==> src/rtl/fetch_execute_sequencer.sv <==
// VR16 control FSM: fetch, decode hold, execute, ALU wait, writeback, halt; owns the PC.
// Strobes (alu_start, rf_we, rf_clear) are registered and appear the cycle after the deciding state.
module fetch_execute_sequencer #(
  parameter int ADDR_WIDTH  = 12,
  parameter int DEC_CYCLES  = 2,
  parameter int MEM_TIMEOUT = 15
) (
  input  logic                  clk,
  input  logic                  reset,
  input  logic                  run_en,
  output logic                  imem_req,
  output logic [ADDR_WIDTH-1:0] imem_addr,
  input  logic                  imem_valid,
  input  logic [15:0]           imem_rdata,
  output logic [15:0]           instr_out,
  input  logic [3:0]            opcode_in,
  input  logic [ADDR_WIDTH-1:0] jump_addr_in,
  output logic                  alu_start,
  output logic [3:0]            alu_op,
  input  logic                  alu_done,
  input  logic                  div_by_zero,
  output logic                  rf_we,
  output logic                  rf_clear,
  output logic [ADDR_WIDTH-1:0] pc,
  output logic                  halted,
  output logic                  fault,
  output logic [2:0]            state_dbg
);

  typedef enum logic [2:0] {
    S_FETCH     = 3'd0,
    S_WAIT_MEM  = 3'd1,
    S_DECODE    = 3'd2,
    S_EXECUTE   = 3'd3,
    S_WAIT_ALU  = 3'd4,
    S_WRITEBACK = 3'd5,
    S_HALT      = 3'd6
  } state_t;

  state_t                state_q, state_d;
  logic [ADDR_WIDTH-1:0] pc_q, pc_d;
  logic [15:0]           instr_q, instr_d;
  logic [2:0]            dec_cnt_q, dec_cnt_d;
  logic [7:0]            tmo_cnt_q, tmo_cnt_d;
  logic                  imem_req_q, imem_req_d;
  logic                  alu_start_q, alu_start_d;
  logic [3:0]            alu_op_q, alu_op_d;
  logic                  rf_we_q, rf_we_d;
  logic                  rf_clear_q, rf_clear_d;
  logic                  fault_q, fault_d;

  always_ff @(posedge clk or posedge reset) begin
    if (reset) begin
      state_q     <= S_FETCH;
      pc_q        <= '0;
      instr_q     <= '0;
      dec_cnt_q   <= '0;
      tmo_cnt_q   <= '0;
      imem_req_q  <= 1'b0;
      alu_start_q <= 1'b0;
      alu_op_q    <= '0;
      rf_we_q     <= 1'b0;
      rf_clear_q  <= 1'b0;
      fault_q     <= 1'b0;
    end else begin
      state_q     <= state_d;
      pc_q        <= pc_d;
      instr_q     <= instr_d;
      dec_cnt_q   <= dec_cnt_d;
      tmo_cnt_q   <= tmo_cnt_d;
      imem_req_q  <= imem_req_d;
      alu_start_q <= alu_start_d;
      alu_op_q    <= alu_op_d;
      rf_we_q     <= rf_we_d;
      rf_clear_q  <= rf_clear_d;
      fault_q     <= fault_d;
    end
  end

  always_comb begin
    state_d     = state_q;
    pc_d        = pc_q;
    instr_d     = instr_q;
    dec_cnt_d   = dec_cnt_q;
    tmo_cnt_d   = tmo_cnt_q;
    imem_req_d  = 1'b0;
    alu_start_d = 1'b0;
    alu_op_d    = alu_op_q;
    rf_we_d     = 1'b0;
    rf_clear_d  = 1'b0;
    fault_d     = fault_q;
    case (state_q)
      S_FETCH: begin
        if (run_en) begin
          state_d    = S_WAIT_MEM;
          imem_req_d = 1'b1;
          tmo_cnt_d  = '0;
        end
      end
      S_WAIT_MEM: begin
        if (imem_valid) begin
          instr_d   = imem_rdata;
          pc_d      = pc_q + 1'b1;
          dec_cnt_d = '0;
          state_d   = S_DECODE;
        end else if (tmo_cnt_q == 8'(MEM_TIMEOUT - 1)) begin
          fault_d = 1'b1;
          state_d = S_HALT;
        end else begin
          tmo_cnt_d  = tmo_cnt_q + 8'd1;
          imem_req_d = 1'b1;
        end
      end
      S_DECODE: begin
        if (dec_cnt_q == 3'(DEC_CYCLES - 1)) state_d = S_EXECUTE;
        else dec_cnt_d = dec_cnt_q + 3'd1;
      end
      S_EXECUTE: begin
        case (opcode_in)
          4'h0, 4'h1, 4'h2, 4'h3, 4'h4, 4'h5, 4'hB, 4'hC, 4'hD, 4'hE: begin
            alu_start_d = 1'b1;
            alu_op_d    = opcode_in;
            state_d     = S_WRITEBACK;
          end
          4'h6, 4'h7: begin
            alu_start_d = 1'b1;
            alu_op_d    = opcode_in;
            state_d     = S_WAIT_ALU;
          end
          4'h8: state_d = S_WRITEBACK;
          4'hA: begin
            rf_clear_d = 1'b1;
            state_d    = S_FETCH;
          end
          // JUMP target replaces the increment already applied at fetch
          4'h9: begin
            pc_d    = jump_addr_in;
            state_d = S_FETCH;
          end
          default: state_d = S_HALT;
        endcase
      end
      S_WAIT_ALU: begin
        if (alu_done) begin
          if (div_by_zero) begin
            fault_d = 1'b1;
            state_d = S_HALT;
          end else begin
            state_d = S_WRITEBACK;
          end
        end
      end
      S_WRITEBACK: begin
        rf_we_d = 1'b1;
        state_d = S_FETCH;
      end
      S_HALT:  state_d = S_HALT;
      default: state_d = S_FETCH;
    endcase
  end

  always_comb begin
    imem_req  = imem_req_q;
    imem_addr = pc_q;
    instr_out = instr_q;
    alu_start = alu_start_q;
    alu_op    = alu_op_q;
    rf_we     = rf_we_q;
    rf_clear  = rf_clear_q;
    pc        = pc_q;
    halted    = (state_q == S_HALT);
    fault     = fault_q;
    state_dbg = state_q;
  end

endmodule
==> config.mk <==
export PLATFORM = sky130hd
export DESIGN_NAME = fetch_execute_sequencer
export DESIGN_NICKNAME = d
export VERILOG_FILES = /design/src/rtl/fetch_execute_sequencer.sv
export SDC_FILE = /design/constraint.sdc
export NUM_CORES = 1
export LEC_CHECK = 0
export ABC_AREA = 1
export CORE_MARGIN = 2
export CORE_UTILIZATION = 40
export DETAILED_ROUTE_END_ITERATION = 10
export DONT_BUFFER_PORTS = 1
export SETUP_SLACK_MARGIN = 0.02
export SYNTH_ARGS = -nofsm -noshare
export SYNTH_HDL_FRONTEND = slang
export SYNTH_SLANG_ARGS = --single-unit
==> constraint.sdc <==
create_clock -name clk -period 1.3 [get_ports clk]
set_input_delay 0.195 -clock clk [delete_from_list [all_inputs] [get_ports clk]]
set_output_delay 0.195 -clock clk [all_outputs]
set_load 0.02 [all_outputs]
==> results.sh, run 1 <==
export IMPL_outcome="complete, but fails checks"
export IMPL_start_kind="register"
export IMPL_clk_pin_slew_ns=0.10
export IMPL_h_tree_depth=2
export IMPL_violations="negative setup slack"
export IMPL_cts_sinks=51
export IMPL_drc=0
export IMPL_power_leakage_nw=2.07
export IMPL_final_hold_viol_count=0
export IMPL_setup_viol=36
export IMPL_tightest_slew_ns=0.333
export IMPL_synth_cell_type_count=27
export IMPL_crit_path_max_incr_delay_ns=0.49
export IMPL_hold_worst_slack_ns=0.0385
export IMPL_synth_area_leaders="dfrtp_1, nand2_1, nand3_1, inv_1, nor2_1"
export IMPL_fin_skew_ns=0.00351
export IMPL_path_max_fanout=8
export IMPL_ios=91
export IMPL_switching_share=0.472
export IMPL_required_ns=1.55
export IMPL_ys_seq_area_frac=0.441
export IMPL_die_x_um=89.1
export IMPL_critPathTopFamily="simple AND/OR/NAND/NOR gates"
export IMPL_ys_ff_latch=51
export IMPL_start_util=0.406
export IMPL_rows=31
export IMPL_dp_cells=520
export IMPL_numCtsBuffers=5
export IMPL_worstHoldPathType="primary input to register"
export IMPL_wirelength_mm=7.29
export IMPL_syn_to_final_growth_pct=38.9
export IMPL_p_per_area_mw_per_mm2=2210
export IMPL_slew_violations=0
export IMPL_antenna_diode_count=0
export IMPL_ant_nets=0
export IMPL_p_comb_frac=0.521
export IMPL_drive_gt1_frac=0.328
export IMPL_fin_cells=559
export IMPL_crit_type="register to register"
export IMPL_synth_area_leader_cell="dfrtp_1"
export IMPL_vias=2677
export IMPL_period_needed_ns=1.40
export IMPL_via_per_inst=4.79
export IMPL_cts_tree="yes"
export IMPL_crit_arrival_ns=1.65
export IMPL_ctsRootBufferMaster="clkbuf_8"
export IMPL_worst_slack_ns=-0.0985
export IMPL_antenna_found_initial=0
export IMPL_cp_end_kind="register"
export IMPL_cp_slowest_cell="dfrtp_2"
export IMPL_grt_pass1_vias=2532
export IMPL_ys_warn_count=0
export IMPL_hpwl_mm=4.89
export IMPL_port_buffers=0
export IMPL_syn_area_per_cell_um2=7.39
export IMPL_seqPwrFrac=0.350
export IMPL_core_area_mm2=0.00714
export IMPL_critPathBufInv=2
export IMPL_maxCapViolations=0
export IMPL_final_common_cell="nand2_1"
export IMPL_fill_cells=657
export IMPL_final_cell_mix="nand2_1, buf_4, dfrtp_1"
export IMPL_finalCritPeriodShare=1.08
export IMPL_place_congestion=0.835
export IMPL_rsz0062_at_grt="true"
export IMPL_dr_pass1_iters=4
export IMPL_grt_pass1_wl_mm=10.9
export IMPL_synth_top_area_share=0.441
export IMPL_die_area_mm2=0.00793
export IMPL_clk_latency_ns=0.31
export IMPL_clockBufferDepth=2
export IMPL_clkPwrFrac=0.128
export IMPL_grt_max_degree=52
export IMPL_grt_use_total=0.176
export IMPL_synth_fp_nets=435
export IMPL_intPower_w=0.00470
export IMPL_slew_headroom=0.778
export IMPL_netlist_area_mm2=0.00290
export IMPL_wl_per_cell_um=13.0
export IMPL_fmax_mhz=715
export IMPL_die_y_um=89.1
export IMPL_drt_iter0_markers=109
export IMPL_p_sw_w=0.00420
export IMPL_overflow=0
export IMPL_fin_nets=502
export IMPL_peakVddDrop_v=0.000819
export IMPL_path_cells="nor2_4, nand2_2, buf_6, nor2_4, clkbuf_16, nand2_2, nand2_1"
export IMPL_syn_inst=392
routing by layer:
layer,vias to the layer above,part of all wire,GRT usage
met5,-,0,0
met4,0,0.013,0.0570
met3,8,0.058,0.0425
met2,69,0.51,0.313
met1,1243,0.42,0.208
li1,1357,-,-
cells by family (layout without fill, tap and decap cells):
family          Yosys count  in the layout  synth area share
flops                    51             51             0.441
fa+ha+maj                 5              5            0.0216
xor+xnor                  5              5            0.0151
simple gates            234            236             0.348
compound gates           33             33            0.0601
buf+inv                  64            130             0.115
power groups by stage:
stage	Sequential, W	Clock [W]	Combinational [W]
final	0.00312	0.00114	0.00464
after global routing	0.00321	0.00124	0.00512
after CTS	0.00309	0.00120	0.00416
after detailed placement	0.00313	0	0.00379
after global placement	0.00312	0	0.00373
after floorplan	0.00335	0	0.00243
final cells by class:
class	instances	area, µm²	share of cell area
inverters	44	184	0.0457
well taps	99	124	0.0308
clock buffers	5	68.8	0.0171
multi-input cells	279	1590	0.396
clock inverters	3	46.3	0.0115
flip-flops and latches	51	1280	0.319
repair buffers	78	724	0.180
worst reg2reg max path: cells and delay by family, from the launching register on:
family                 cells  cell delay, ns
DFF                        1            0.49
and+or+nand+nor            5            0.52
buffers and inverters      2            0.34
stage by stage:
stage               power [W]  utilization  worst slack [ns]  instance area, µm²  TNS (ns)
CTS                   0.00845        0.522           -0.0560                3730    -0.713
floorplan             0.00578            -            -0.140                2930     -2.84
finish                0.00890        0.564           -0.0985                4020     -1.30
detailed placement    0.00692        0.464           -0.0809                3310     -1.01
global route          0.00957        0.564            -0.147                4020     -4.65
global placement      0.00685        0.464           -0.0627                3310    -0.450
final timing paths:
kind,start,end,slack (ns),cells after the start
worst max-delay path,state_dbg[2],instr_out[6],-0.1,7
worst min-delay path,opcode_in[3],alu_op[3],0.04,2
worst max register to register,state_dbg[2],instr_out[6],-0.1,7
worst min register to register,dec_cnt_q[2],dec_cnt_q[2],0.55,2
max in group asynchronous,reset,imem_addr[0],0.61,3
min in group asynchronous,reset,instr_out[5],0.44,3
flip-flops by register name (all words and copies together), names as in the netlist:
register	cells
instr_out	16
alu_op	4
alu_start	1
dec_cnt_q	3
imem_req	1
fault	1
tmo_cnt_q	8
imem_addr	12
rf_we	1
rf_clear	1
state_dbg	3
synthesized netlist by cell type:
library cell,n
a21oi_1,5
a31oi_1,2
buf_2,1
buf_4,14
buf_6,5
dfrtp_1,51
ha_1,5
inv_1,41
inv_2,3
nand2_1,141
nand2_2,6
nand2_4,3
nand3_1,33
nand3b_1,1
nand4_1,7
nor2_1,35
nor2_2,3
nor2_4,2
nor3_1,1
nor4_1,1
o211ai_1,2
o21ai_0,20
o21ai_1,3
o22ai_1,1
or2_2,1
xnor2_1,3
xor2_1,2
timing repair:
action / CTS / global route
setup buffers: 6 / 4
cloned: 1 / 2
setup endpoints to repair: 45 / 53
hold buffers: 17 / 1
pin swaps: 14 / 28
hold endpoints to repair: 67 / 1
gates resized for setup: 28 / 68
(Power assumes the default switching activity.)
==> run 2: changes to the inputs <==
--- a/config.mk
+++ b/config.mk
@@ -6,10 +6,10 @@
 export NUM_CORES = 1
 export LEC_CHECK = 0
 export ABC_AREA = 1
-export CORE_MARGIN = 2
+export CORE_MARGIN = 4
 export CORE_UTILIZATION = 40
 export DETAILED_ROUTE_END_ITERATION = 10
-export DONT_BUFFER_PORTS = 1
+export PLACE_DENSITY = 0.73
 export SETUP_SLACK_MARGIN = 0.02
 export SYNTH_ARGS = -nofsm -noshare
 export SYNTH_HDL_FRONTEND = slang
==> results.sh, run 2 (synthesis results as in run 1) <==
export IMPL_cp_end_kind="register"
export IMPL_required_ns=1.54
export IMPL_hold_worst_slack_ns=0.288
export IMPL_numCtsBuffers=5
export IMPL_multi_input_area_mm2=0.00163
export IMPL_core_area_mm2=0.00691
export IMPL_start_kind="register"
export IMPL_h_tree_depth=2
export IMPL_setup_tns_final_ns=-3.14
export IMPL_place_area_mm2=0.00419
export IMPL_wirelength_mm=8.56
export IMPL_path_max_fanout=3
export IMPL_grt_max_degree=52
export IMPL_violations="negative setup slack"
export IMPL_antenna_found_initial=0
export IMPL_syn_to_final_growth_pct=64.6
export IMPL_clockBufferDepth=2
export IMPL_power_leakage_nw=2.38
export IMPL_tightest_slew_ns=0.357
export IMPL_wl_per_cell_um=13.5
export IMPL_design_area_mm2=0.00476
export IMPL_clk_pin_slew_ns=0.09
export IMPL_rsz0062_at_grt="true"
export IMPL_fmax_mhz=671
export IMPL_seqPwrFrac=0.270
export IMPL_vias=3044
export IMPL_grt_use_total=0.191
export IMPL_holdBufCountCts=0
export IMPL_period_needed_ns=1.49
export IMPL_ctsRootBufferMaster="clkbuf_8"
export IMPL_place_congestion=0.836
export IMPL_fill_cells=557
export IMPL_worst_slack_ns=-0.190
export IMPL_slew_headroom=0.762
export IMPL_start_util=0.419
export IMPL_seq_area_mm2=0.00129
export IMPL_final_cell_mix="nand2_1, buf_4, dfrtp_1"
export IMPL_die_x_um=93.1
export IMPL_p_per_area_mw_per_mm2=2100
export IMPL_cts_tree="yes"
export IMPL_die_area_mm2=0.00866
export IMPL_worstHoldPathType="primary input to async pin"
export IMPL_largest_register_ffs=16
export IMPL_slew_violations=0
export IMPL_dr_pass1_iters=4
export IMPL_drc=0
export IMPL_ios=91
export IMPL_peakVddDrop_v=0.000873
export IMPL_fin_skew_ns=0.00993
export IMPL_setup_viol=34
export IMPL_switching_share=0.456
export IMPL_p_sw_w=0.00458
export IMPL_p_comb_frac=0.614
export IMPL_cts_sinks=51
export IMPL_drive_gt1_frac=0.353
export IMPL_antenna_diode_count=0
export IMPL_port_buffers=90
export IMPL_final_hold_viol_count=0
export IMPL_hpwl_mm=5.69
export IMPL_drt_iter0_markers=129
export IMPL_maxCapViolations=0
export IMPL_fin_nets=578
export IMPL_grt_pass1_vias=2997
export IMPL_grt_pass1_wl_mm=13.6
export IMPL_die_y_um=93.1
export IMPL_clk_latency_ns=0.30
export IMPL_finalCritPeriodShare=1.15
export IMPL_crit_arrival_ns=1.72
export IMPL_rows=30
export IMPL_via_per_inst=4.82
export IMPL_overflow=0
export IMPL_outcome="complete, but fails checks"
export IMPL_intPower_w=0.00545
export IMPL_final_common_cell="nand2_1"
export IMPL_clkPwrFrac=0.116
export IMPL_ant_nets=0
export IMPL_crit_type="register to register"
export IMPL_dp_slack_ns=-0.184
## run 2: final cells by class
class / count / area share
sequential: 51 / 0.270
inverter: 44 / 0.0407
tap: 96 / 0.0252
clock buffer: 6 / 0.0173
timing repair inverter: 1 / 0.00131
multi-input combinational: 278 / 0.342
clock inverter: 2 / 0.00735
timing repair buffer: 154 / 0.296
## run 2: metal layers
metal | GRT usage | up-vias | part of all wire | wire (µm)
met5 | 0 | - | 0 | 0
met4 | 0.0342 | 0 | 0.0093 | 80
met3 | 0.0467 | 7 | 0.054 | 464
met2 | 0.353 | 84 | 0.54 | 4600
met1 | 0.227 | 1444 | 0.40 | 3420
li1 | - | 1509 | - | -
## run 2: repair_timing
| action | in CTS | in global routing |
|---|---|---|
| pin swaps | 16 | 14 |
| gates resized for setup | 153 | 74 |
| endpoints found under the setup margin | 101 | 72 |
| cloned | 3 | 1 |
| buffers inserted | 12 | 3 |
## run 2: path summary, 6_finish.rpt
check,from,slack [ns],cells after the start,end
worst max-delay path,tmo_cnt_q[0],-0.19,11,state_dbg[2]
worst min register to register,fault,0.47,2,fault
max in group asynchronous,reset,0.75,3,state_dbg[2]
min in group clk,imem_rdata[11],0.41,3,instr_out[11]
worst min-delay path,reset,0.29,3,imem_addr[9]
worst max register to register,tmo_cnt_q[0],-0.19,11,state_dbg[2]
## run 2: power by group through the flow
stage | clock [W] | combinational, W | sequential [W]
detailed placement | 0 | 0.00549 | 0.00265
global route | 0.00126 | 0.00665 | 0.00282
finish | 0.00116 | 0.00615 | 0.00271
floorplan | 0 | 0.00243 | 0.00335
CTS | 0.00118 | 0.00572 | 0.00266
global placement | 0 | 0.00539 | 0.00264
## run 2: critical path, stage by stage, from the launching register on
cell and delay, ns:
dfrtp_1 0.41, inv_2 0.09, ha_4 0.13, inv_2 0.03, nor2_2 0.11, nand3_2 0.11
nand2_4 0.12, buf_4 0.13, nand2_4 0.05, nor2_4 0.09, nand2_1 0.08, nand2_1 0.07
## run 2: through the flow
stage | power (W) | cells | utilization
after global placement | 0.00803 | 607 | 0.607
after detailed placement | 0.00814 | 607 | 0.607
final | 0.0100 | 632 | 0.690
after CTS | 0.00956 | 629 | 0.667
after global routing | 0.0107 | 632 | 0.690
after floorplan | 0.00578 | 392 | -
